**src/rtl/seven_seg_capture.sv**
```systemverilog
// Receiver for a scanned, active-low 7-segment display bus: debounces each digit,
// decodes its glyph back to hex and presents whole frames on a valid/ready handshake.
module seven_seg_capture #(
    parameter int DIGITS        = 8,
    parameter int STABLE_CYCLES = 4,
    parameter int CNT_W         = 8
) (
    input  logic                  Clk,
    input  logic                  Reset,
    input  logic [6:0]            Seg,
    input  logic [DIGITS-1:0]     An,
    input  logic                  FrameReady,
    input  logic                  ErrClr,
    output logic [4*DIGITS-1:0]   Value,
    output logic                  FrameValid,
    output logic                  Error,
    output logic                  Overrun
);

    localparam int                IDX_W    = (DIGITS > 1) ? $clog2(DIGITS) : 1;
    localparam logic [CNT_W-1:0]  STABLE   = CNT_W'(STABLE_CYCLES);
    localparam logic [DIGITS-1:0] ALL_SEEN = '1;

    function automatic logic [CNT_W-1:0] sat_inc(input logic [CNT_W-1:0] c);
        if (c >= STABLE)
            return STABLE;
        return c + 1'b1;
    endfunction

    // Returns {recognised, nibble}; segment order is a..g from MSB to LSB, active-low.
    function automatic logic [4:0] decode_glyph(input logic [6:0] s);
        case (s)
            7'b0000001: return 5'h10;
            7'b1001111: return 5'h11;
            7'b0010010: return 5'h12;
            7'b0000110: return 5'h13;
            7'b1001100: return 5'h14;
            7'b0100100: return 5'h15;
            7'b0100000: return 5'h16;
            7'b0001111: return 5'h17;
            7'b0000000: return 5'h18;
            7'b0000100: return 5'h19;
            7'b0001000: return 5'h1A;
            7'b1100000: return 5'h1B;
            7'b0110001: return 5'h1C;
            7'b1000010: return 5'h1D;
            7'b0110000: return 5'h1E;
            7'b0111000: return 5'h1F;
            default:    return 5'h00;
        endcase
    endfunction

    logic [6:0]          seg_p0, seg_p1;
    logic [DIGITS-1:0]   an_p0, an_p1;
    logic [CNT_W-1:0]    dwell_cnt;
    logic                captured;
    logic [DIGITS-1:0]   seen;
    logic [4*DIGITS-1:0] shadow;

    logic                vld_p0, multi_p0, changed_p0;
    logic                capture_p1;
    logic [IDX_W-1:0]    idx_p1;
    logic [DIGITS-1:0]   cap_mask_p1;
    logic [4:0]          glyph_p1;
    logic                seen_full, accept, err_set, ovr_set;

    // Stage p0: registered pins; stage p1: the previous sample, kept for comparison.
    always_ff @(posedge Clk or negedge Reset) begin
        if (!Reset) begin
            seg_p0 <= '1;
            an_p0  <= '1;
            seg_p1 <= '1;
            an_p1  <= '1;
        end else begin
            seg_p0 <= Seg;
            an_p0  <= An;
            seg_p1 <= seg_p0;
            an_p1  <= an_p0;
        end
    end

    always_comb begin
        vld_p0     = ($countones(~an_p0) == 1);
        multi_p0   = ($countones(~an_p0) > 1);
        changed_p0 = (seg_p0 != seg_p1) || (an_p0 != an_p1);
    end

    // Once the dwell counter sits at STABLE, p1 always holds the digit that dwelt,
    // even if the pins have already moved on, so the capture reads from p1.
    always_comb begin
        capture_p1  = (dwell_cnt == STABLE) && !captured;
        idx_p1      = '0;
        cap_mask_p1 = '0;
        for (int i = 0; i < DIGITS; i++) begin
            if (!an_p1[i])
                idx_p1 = IDX_W'(i);
        end
        cap_mask_p1[idx_p1] = capture_p1;
        glyph_p1    = decode_glyph(seg_p1);
    end

    always_ff @(posedge Clk or negedge Reset) begin
        if (!Reset) begin
            dwell_cnt <= '0;
            captured  <= 1'b0;
        end else if (changed_p0) begin
            dwell_cnt <= vld_p0 ? CNT_W'(1) : '0;
            captured  <= 1'b0;
        end else begin
            dwell_cnt <= vld_p0 ? sat_inc(dwell_cnt) : '0;
            if (capture_p1)
                captured <= 1'b1;
        end
    end

    always_comb begin
        seen_full = (seen == ALL_SEEN);
        accept    = FrameValid && FrameReady;
        err_set   = multi_p0 || (capture_p1 && !glyph_p1[4]);
        ovr_set   = seen_full && FrameValid && !accept;
    end

    // Stage p2: shadow word assembly and frame hand-off.
    always_ff @(posedge Clk or negedge Reset) begin
        if (!Reset)
            seen <= '0;
        else
            seen <= (seen_full ? '0 : seen) | cap_mask_p1;
    end

    always_ff @(posedge Clk) begin
        if (capture_p1)
            shadow[{idx_p1, 2'b00} +: 4] <= glyph_p1[3:0];
    end

    always_ff @(posedge Clk or negedge Reset) begin
        if (!Reset) begin
            Value      <= '0;
            FrameValid <= 1'b0;
        end else if (seen_full) begin
            if (!FrameValid || accept) begin
                Value      <= shadow;
                FrameValid <= 1'b1;
            end
        end else if (accept) begin
            FrameValid <= 1'b0;
        end
    end

    // Set events win over a simultaneous clear.
    always_ff @(posedge Clk or negedge Reset) begin
        if (!Reset) begin
            Error   <= 1'b0;
            Overrun <= 1'b0;
        end else begin
            Error   <= err_set || (Error && !ErrClr);
            Overrun <= ovr_set || (Overrun && !ErrClr);
        end
    end

endmodule

```
**config.mk**
```make
export PLATFORM = sky130hd
export DESIGN_NAME = seven_seg_capture
export DESIGN_NICKNAME = d
export VERILOG_FILES = /design/src/rtl/seven_seg_capture.sv
export SDC_FILE = /design/constraint.sdc
export NUM_CORES = 1
export LEC_CHECK = 0
export ABC_AREA = 0
export CAP_MARGIN = 0
export CORE_ASPECT_RATIO = 1.4
export CORE_MARGIN = 4
export CORE_UTILIZATION = 56
export CTS_CLUSTER_DIAMETER = 80
export CTS_CLUSTER_SIZE = 30
export DETAILED_ROUTE_END_ITERATION = 6
export PLACE_DENSITY = 0.79
export SLEW_MARGIN = 20
export SYNTH_ARGS = -nofsm -noshare
export SYNTH_HDL_FRONTEND = slang
export SYNTH_SLANG_ARGS = --single-unit
```
**constraint.sdc**
```tcl
create_clock -name Clk -period 4 [get_ports Clk]
set_input_delay 0.8 -clock Clk [delete_from_list [all_inputs] [get_ports Clk]]
set_output_delay 0.8 -clock Clk [all_outputs]
set_load 0.02 [all_outputs]
```
==> results of run 1 <==
## per-stage QoR
| step | instances | area, um2 | util |
|---|---|---|---|
| after global placement | 507 | 5610 | 0.648 |
| final | 538 | 6120 | 0.707 |
| after detailed placement | 507 | 5610 | 0.648 |
| after global routing | 538 | 6120 | 0.707 |
| after CTS | 538 | 6120 | 0.707 |
| after floorplan | 364 | 5020 | - |
## synth_stat cells (2+ instances only)
master     instances  area (um2)
dfstp_2           30         788
mux2_2            33         372
edfxtp_1          32         961
nand3_1            5        25.0
xnor2_1            4        35.0
nand2_1           12        45.0
clkbuf_1           6        22.5
buf_2              6        30.0
inv_1             16        60.1
o21ai_0            3        15.0
ha_1               7        87.6
or2_2              5        31.3
a211oi_1           8        60.1
xor2_1            13         114
or3_1              4        25.0
nor4b_1            4        35.0
nor4_1            16         100
a21oi_1            4        20.0
buf_6              2        22.5
or3b_1             2        17.5
nor4b_2            2        30.0
a31oi_1            4        25.0
a32o_1             2        20.0
nand4_1            6        37.5
nor2_1            12        45.0
fa_1               4        80.1
nor3_1            12        60.1
a2111oi_2          5        75.1
buf_1              3        11.3
buf_4              3        22.5
dfrtp_1           52        1300
nand2b_1           6        37.5
a22o_1             3        26.3
a2111oi_1          2        20.0
nor4_2             2        25.0
## layer usage
metal / wire (um) / GRT usage / share of wire / vias to the layer above
li1: - / - / - / 1446
met1: 3590 / 0.216 / 0.39 / 1530
met2: 4920 / 0.330 / 0.53 / 88
met3: 446 / 0.0652 / 0.048 / 24
met4: 347 / 0.110 / 0.037 / 0
met5: 0 / 0 / 0 / -
## sequential cells by signal, summed over array words and instances, names as in the netlist
signal	cells
Error	1
FrameValid	1
Overrun	1
Value	32
an_p0	8
an_p1	8
captured	1
dwell_cnt	8
seen	8
seg_p0	7
seg_p1	7
shadow	32
## final cells by class
| class | instances | area (um2) | share of cell area |
|---|---|---|---|
| Tap cell | 105 | 131 | 0.0215 |
| Sequential cell | 114 | 3050 | 0.498 |
| Inverter | 17 | 63.8 | 0.0104 |
| Multi-Input combinational cell | 213 | 1800 | 0.294 |
| Clock buffer | 23 | 468 | 0.0764 |
| Timing Repair Buffer | 58 | 569 | 0.0930 |
| Clock inverter | 8 | 38.8 | 0.00634 |
## logic make-up (layout without fill, tap and decap cells)
family,count (synthesis),count (layout),synth area share
flip-flops,114,114,0.609
AND/OR/NAND/NOR,104,104,0.138
AO/OA/AOI/OAI,43,43,0.0795
buffers and inverters,37,106,0.0345
multiplexers,33,33,0.0742
XOR/XNOR,17,17,0.0297
adder cells (fa/ha/maj),11,11,0.0335
other,1,5,0.000749
## worst paths after layout
kind	startpoint	to	slack, ns	cells after the start
max in group asynchronous	Reset	dwell_cnt[5]	3.08	1
min	seg_p0[2]	seg_p1[2]	0.37	0
max reg2reg	an_p0[1]	dwell_cnt[2]	0.40	11
max	an_p0[1]	dwell_cnt[2]	0.40	11
min in group asynchronous	Reset	Value[12]	0.44	1
min reg2reg	seg_p0[2]	seg_p1[2]	0.37	0
## worst register-to-register path, stage by stage, from the launching register on
cell	delay, ns
dfstp_2	0.55
fa_1	0.42
inv_1	0.08
fa_1	0.44
fa_1	0.50
ha_1	0.17
inv_1	0.05
fa_1	0.39
a211oi_1	0.26
mux2_2	0.21
nand3_1	0.11
nor4_1	0.29
## power breakdown
| part | internal [mW] | switching, mW |
|---|---|---|
| combinational | 0.0807 | 0.109 |
| sequential | 1.23 | 0.0337 |
| clock | 0.804 | 0.474 |
## placed cells by master (no fill, tap or decap), types with 7 or more instances in the layout
master / n
dfrtp_1: 52
xor2_1: 13
nand2_1: 12
ha_1: 7
inv_1: 16
a211oi_1: 8
dfstp_2: 30
nor4_1: 16
edfxtp_1: 32
nor3_1: 12
nor2_1: 12
mux2_2: 33
clkdlybuf4s50_1: 52
clkbuf_16: 17
==> impl_metrics.tcl, run 1 <==
set metrics [dict create \
    outcome "complete, no violations" \
    fin_tns_setup_ns 0 \
    grt_max_degree 83 \
    setup.worst_path.class "flip-flop to flip-flop" \
    cts.clk_slew.worst_paths_ns 0.05 \
    grt_pass1_wl_um 15500 \
    cts_resized 0 \
    vias_per_cell 5.74 \
    root_buffer "clkbuf_16" \
    number_of_synthesized_register_bits 114 \
    slew_headroom 0.285 \
    areaGrowthSynthToFinish_pct 22.3 \
    cts_tree "done" \
    cts_inserted_buffers 17 \
    synth_ff_type "dfrtp_1" \
    drt_pass1_iterations 4 \
    critPathMaxStageDelay_ns 0.55 \
    power.static_leakage_nw 2.40 \
    timing.critical_path.mode_cell "fa_1" \
    port_buffers 53 \
    die_w_um 87.9 \
    floorplan.die_area_um2 10500 \
    diodes 0 \
    placeable_core_region_um2 8660 \
    slowest_cell_on_the_critical_path "dfstp_2" \
    post_synth_num_cell_types 65 \
    routedWlPerCell_um 17.3 \
    totalPowerFinal_mw 2.74 \
    grt_setup_unrepaired "false" \
    path_buf_inv 2 \
    num_vias 3088 \
    clk_latency_ns 0.42 \
    max_freq_ghz 0.278 \
    fillCellCount 566 \
    post-route-drc-count 0 \
    die_y_um 120 \
    global_route.usage.total 0.197 \
    timing_hold_violations_final 0 \
    worst_slack_ns 0.404 \
    initial_core_util 0.578 \
    total_number_of_yosys_warnings 0 \
    cp.required_ns 4.31 \
    timing.critical_path.arrival_ns 3.91 \
    design.portCount 54 \
    number_of_global_route_vias_before_repair 3242 \
    fin_worst_skew_ns 0.0146 \
    rd_place_congestion 0.810 \
    synthesized_area_um2 5010 \
    timing.critical_path.to_type "flip-flop" \
    number_of_flops_mapped_to_enable_cells_by_yosys 32 \
    cpLargestDelayFamily "adder cells" \
    critical_path.startpoint_type "flip-flop" \
    hold_path_class "flip-flop to flip-flop" \
    vdd.ir_drop.worst_mv 0.432 \
    setup_viol 0 \
    timing_worst_slew_pin_value_ns 1.07 \
    cts_hold_buf 0 \
    report.final.slew_viol_count 0 \
    ant_nets 0 \
    nNetsFinal 451 \
    yosysSeqAreaShare 0.609 \
    dp_hpwl_um 6360 \
    final_period_minus_worst_setup_slack_ns 3.60 \
    placement.setup.worst_slack_ns 0.447 \
    synth_async_sr_flop_share 0.719 \
    holdWs_ns 0.368 \
    syn_area_per_cell_um2 13.9 \
    synthesis.instances 360 \
    cp_cell_sequence "fa_1, inv_1, fa_1, fa_1, ha_1, inv_1, fa_1, a211oi_1, mux2_2, nand3_1, nor4_1" \
    overflow 0 \
    drt_iter0_markers 176 \
    post-route-period-util 0.899 \
    cts.sinks 114 \
    pwr_density_cell_nw_per_um2 447 \
    detailed_route_wire_length_um 9300 \
    cap_violations 0 \
    htree_levels 4 \
    grt_antenna_before_repair 0 \
    std_cell_rows 40 \
    drive_above_1_share 0.279 \
    clockBufferDepth 2 \
    cts_post_setup_buffers_inserted 0 \
    crit_path_max_fanout 3 \
]
Power figures use the tool's default switching activity.
==> inputs of run 2 (changes only) <==
--- a/config.mk
+++ b/config.mk
@@ -5,14 +5,14 @@
 export SDC_FILE = /design/constraint.sdc
 export NUM_CORES = 1
 export LEC_CHECK = 0
-export ABC_AREA = 0
 export CAP_MARGIN = 0
 export CORE_ASPECT_RATIO = 1.4
 export CORE_MARGIN = 4
-export CORE_UTILIZATION = 56
+export CORE_UTILIZATION = 63
 export CTS_CLUSTER_DIAMETER = 80
 export CTS_CLUSTER_SIZE = 30
 export DETAILED_ROUTE_END_ITERATION = 6
+export DONT_BUFFER_PORTS = 1
 export PLACE_DENSITY = 0.79
 export SLEW_MARGIN = 20
 export SYNTH_ARGS = -nofsm -noshare
==> impl_metrics.tcl, run 2 (synthesis results as in run 1) <==
set metrics [dict create \
    commonest_cells_after_routing_fill_and_taps_aside "52 x dfrtp_1, 33 x mux2_2, 32 x edfxtp_1" \
    diodes 0 \
    cp.required_ns 4.42 \
    hold_path_class "input port to asynchronous set/reset pin" \
    final_period_minus_worst_setup_slack_ns 3.54 \
    vdd.ir_drop.worst_mv 0.564 \
    power_report.internal_total_mw 2.26 \
    combinationalPowerShare 0.054 \
    cap_violations 0 \
    number_of_global_route_vias_before_repair 2995 \
    power_frac_clock 0.505 \
    sequential_cell_area_um2 3050 \
    biggestRegsByFlops "Value (32), shadow (32)" \
    switching_share 0.215 \
    detailed_route_wire_length_um 9120 \
    finalCoreUtilization 0.733 \
    timing.critical_path.mode_cell "fa_1" \
    outcome "complete, no violations" \
    switchingPower_uw 620 \
    drt_pass1_iterations 4 \
    cts.clk_slew.worst_paths_ns 0.05 \
    cp_cell_sequence "fa_1, inv_1, fa_1, fa_1, ha_1, inv_1, fa_1, a211oi_1, mux2_2, nand3_1, nor4_1" \
    timing_worst_slew_pin_value_ns 1.02 \
    grt_setup_unrepaired "false" \
    setup.worst_path.class "flip-flop to flip-flop" \
    critPathMaxStageDelay_ns 0.57 \
    most_common_cell_after_layout_fill_and_taps_aside "dfrtp_1" \
    port_buffers 0 \
    power_frac_seq 0.441 \
    fillCellCount 496 \
    clk_latency_ns 0.52 \
    cts_tree "done" \
    power.static_leakage_nw 2.25 \
    nNetsFinal 398 \
    setup_viol 0 \
    timing.critical_path.arrival_ns 3.95 \
    cts_inserted_buffers 17 \
    post-route-period-util 0.884 \
    num_vias 2886 \
    global_route.usage.total 0.216 \
    post-route-drc-count 0 \
    timing.critical_path.to_type "flip-flop" \
    areaGrowthSynthToFinish_pct 13.5 \
    grt_antenna_before_repair 0 \
    rd_place_congestion 0.826 \
    slowest_cell_on_the_critical_path "dfstp_2" \
    cpLargestDelayFamily "adder cells" \
    report.final.slew_viol_count 0 \
    max_freq_ghz 0.283 \
    placeable_core_region_um2 7750 \
    drive_above_1_share 0.325 \
    overflow 0 \
    vias_per_cell 6.00 \
    die_y_um 113 \
    path_buf_inv 2 \
    fin_worst_skew_ns 0.0112 \
    clockBufferDepth 2 \
    fin_tns_setup_ns 0 \
    cts_resized 0 \
    htree_levels 4 \
    root_buffer "clkbuf_8" \
    routedWlPerCell_um 19.0 \
    design.portCount 54 \
    slew_headroom 0.314 \
    timing_hold_violations_final 0 \
    std_cell_rows 38 \
    ant_nets 0 \
    grt_max_degree 53 \
    critical_path.startpoint_type "flip-flop" \
    floorplan.die_area_um2 9460 \
    cts.sinks 114 \
    crit_path_max_fanout 3 \
    multi_input_comb_area_um2 1800 \
    initial_core_util 0.646 \
    die_w_um 83.3 \
    dp_hpwl_um 6040 \
    pwr_density_cell_nw_per_um2 508 \
    drt_iter0_markers 153 \
    grt_pass1_wl_um 15300 \
]
## run 2: metrics by stage
stage	worst slack (ns)	hold WS (ns)	cell area (um2)	std cells	power, mW
3_3_place_gp	0.639	0.362	5070	448	1.42
3_5_place_dp	0.458	0.364	5070	448	1.43
6_report	0.462	0.136	5680	481	2.88
2_1_floorplan	0.633	0.360	5020	364	1.40
4_1_cts	0.456	0.103	5680	481	2.92
5_1_grt	0.249	0.101	5680	481	3.00
## run 2: area by class of cell
cell class / instances / area share
Clock buffer: 20 / 0.0784
Clock inverter: 12 / 0.0242
Inverter: 17 / 0.0112
Multi-Input combinational cell: 213 / 0.317
Sequential cell: 114 / 0.537
Tap cell: 100 / 0.0220
Timing Repair Buffer: 5 / 0.0101
## run 2: per-layer routing
metal | vias up | track usage | share of wire
met5 | - | 0 | 0
met4 | 0 | 0.108 | 0.029
met3 | 20 | 0.0773 | 0.058
met2 | 76 | 0.368 | 0.54
met1 | 1439 | 0.240 | 0.38
li1 | 1351 | - | -
## run 2: path summary, 6_finish.rpt
path / to / startpoint / slack, ns / depth (start not counted)
setup / recovery: dwell_cnt[1] / an_p0[1] / 0.46 / 11
hold / removal: seg_p1[1] / Reset / 0.14 / 0
setup reg to reg: dwell_cnt[1] / an_p0[1] / 0.46 / 11
hold reg to reg: seg_p1[6] / seg_p0[6] / 0.37 / 0
max in group asynchronous: Overrun / Reset / 3.64 / 1
min in group Clk: an_p0[6] / An[6] / 0.28 / 0
## run 2: power groups by stage
stage / clock, mW / combinational [mW] / sequential (mW)
final: 1.46 / 0.157 / 1.27
after global routing: 1.55 / 0.177 / 1.28
after CTS: 1.49 / 0.157 / 1.27
after detailed placement: 0 / 0.142 / 1.29
after global placement: 0 / 0.133 / 1.29
after floorplan: 0 / 0.129 / 1.27
## run 2: timing repair
action	CTS	global route
buffers inserted	0	0
hold buffers	1	0
endpoints found under the hold margin	52	0
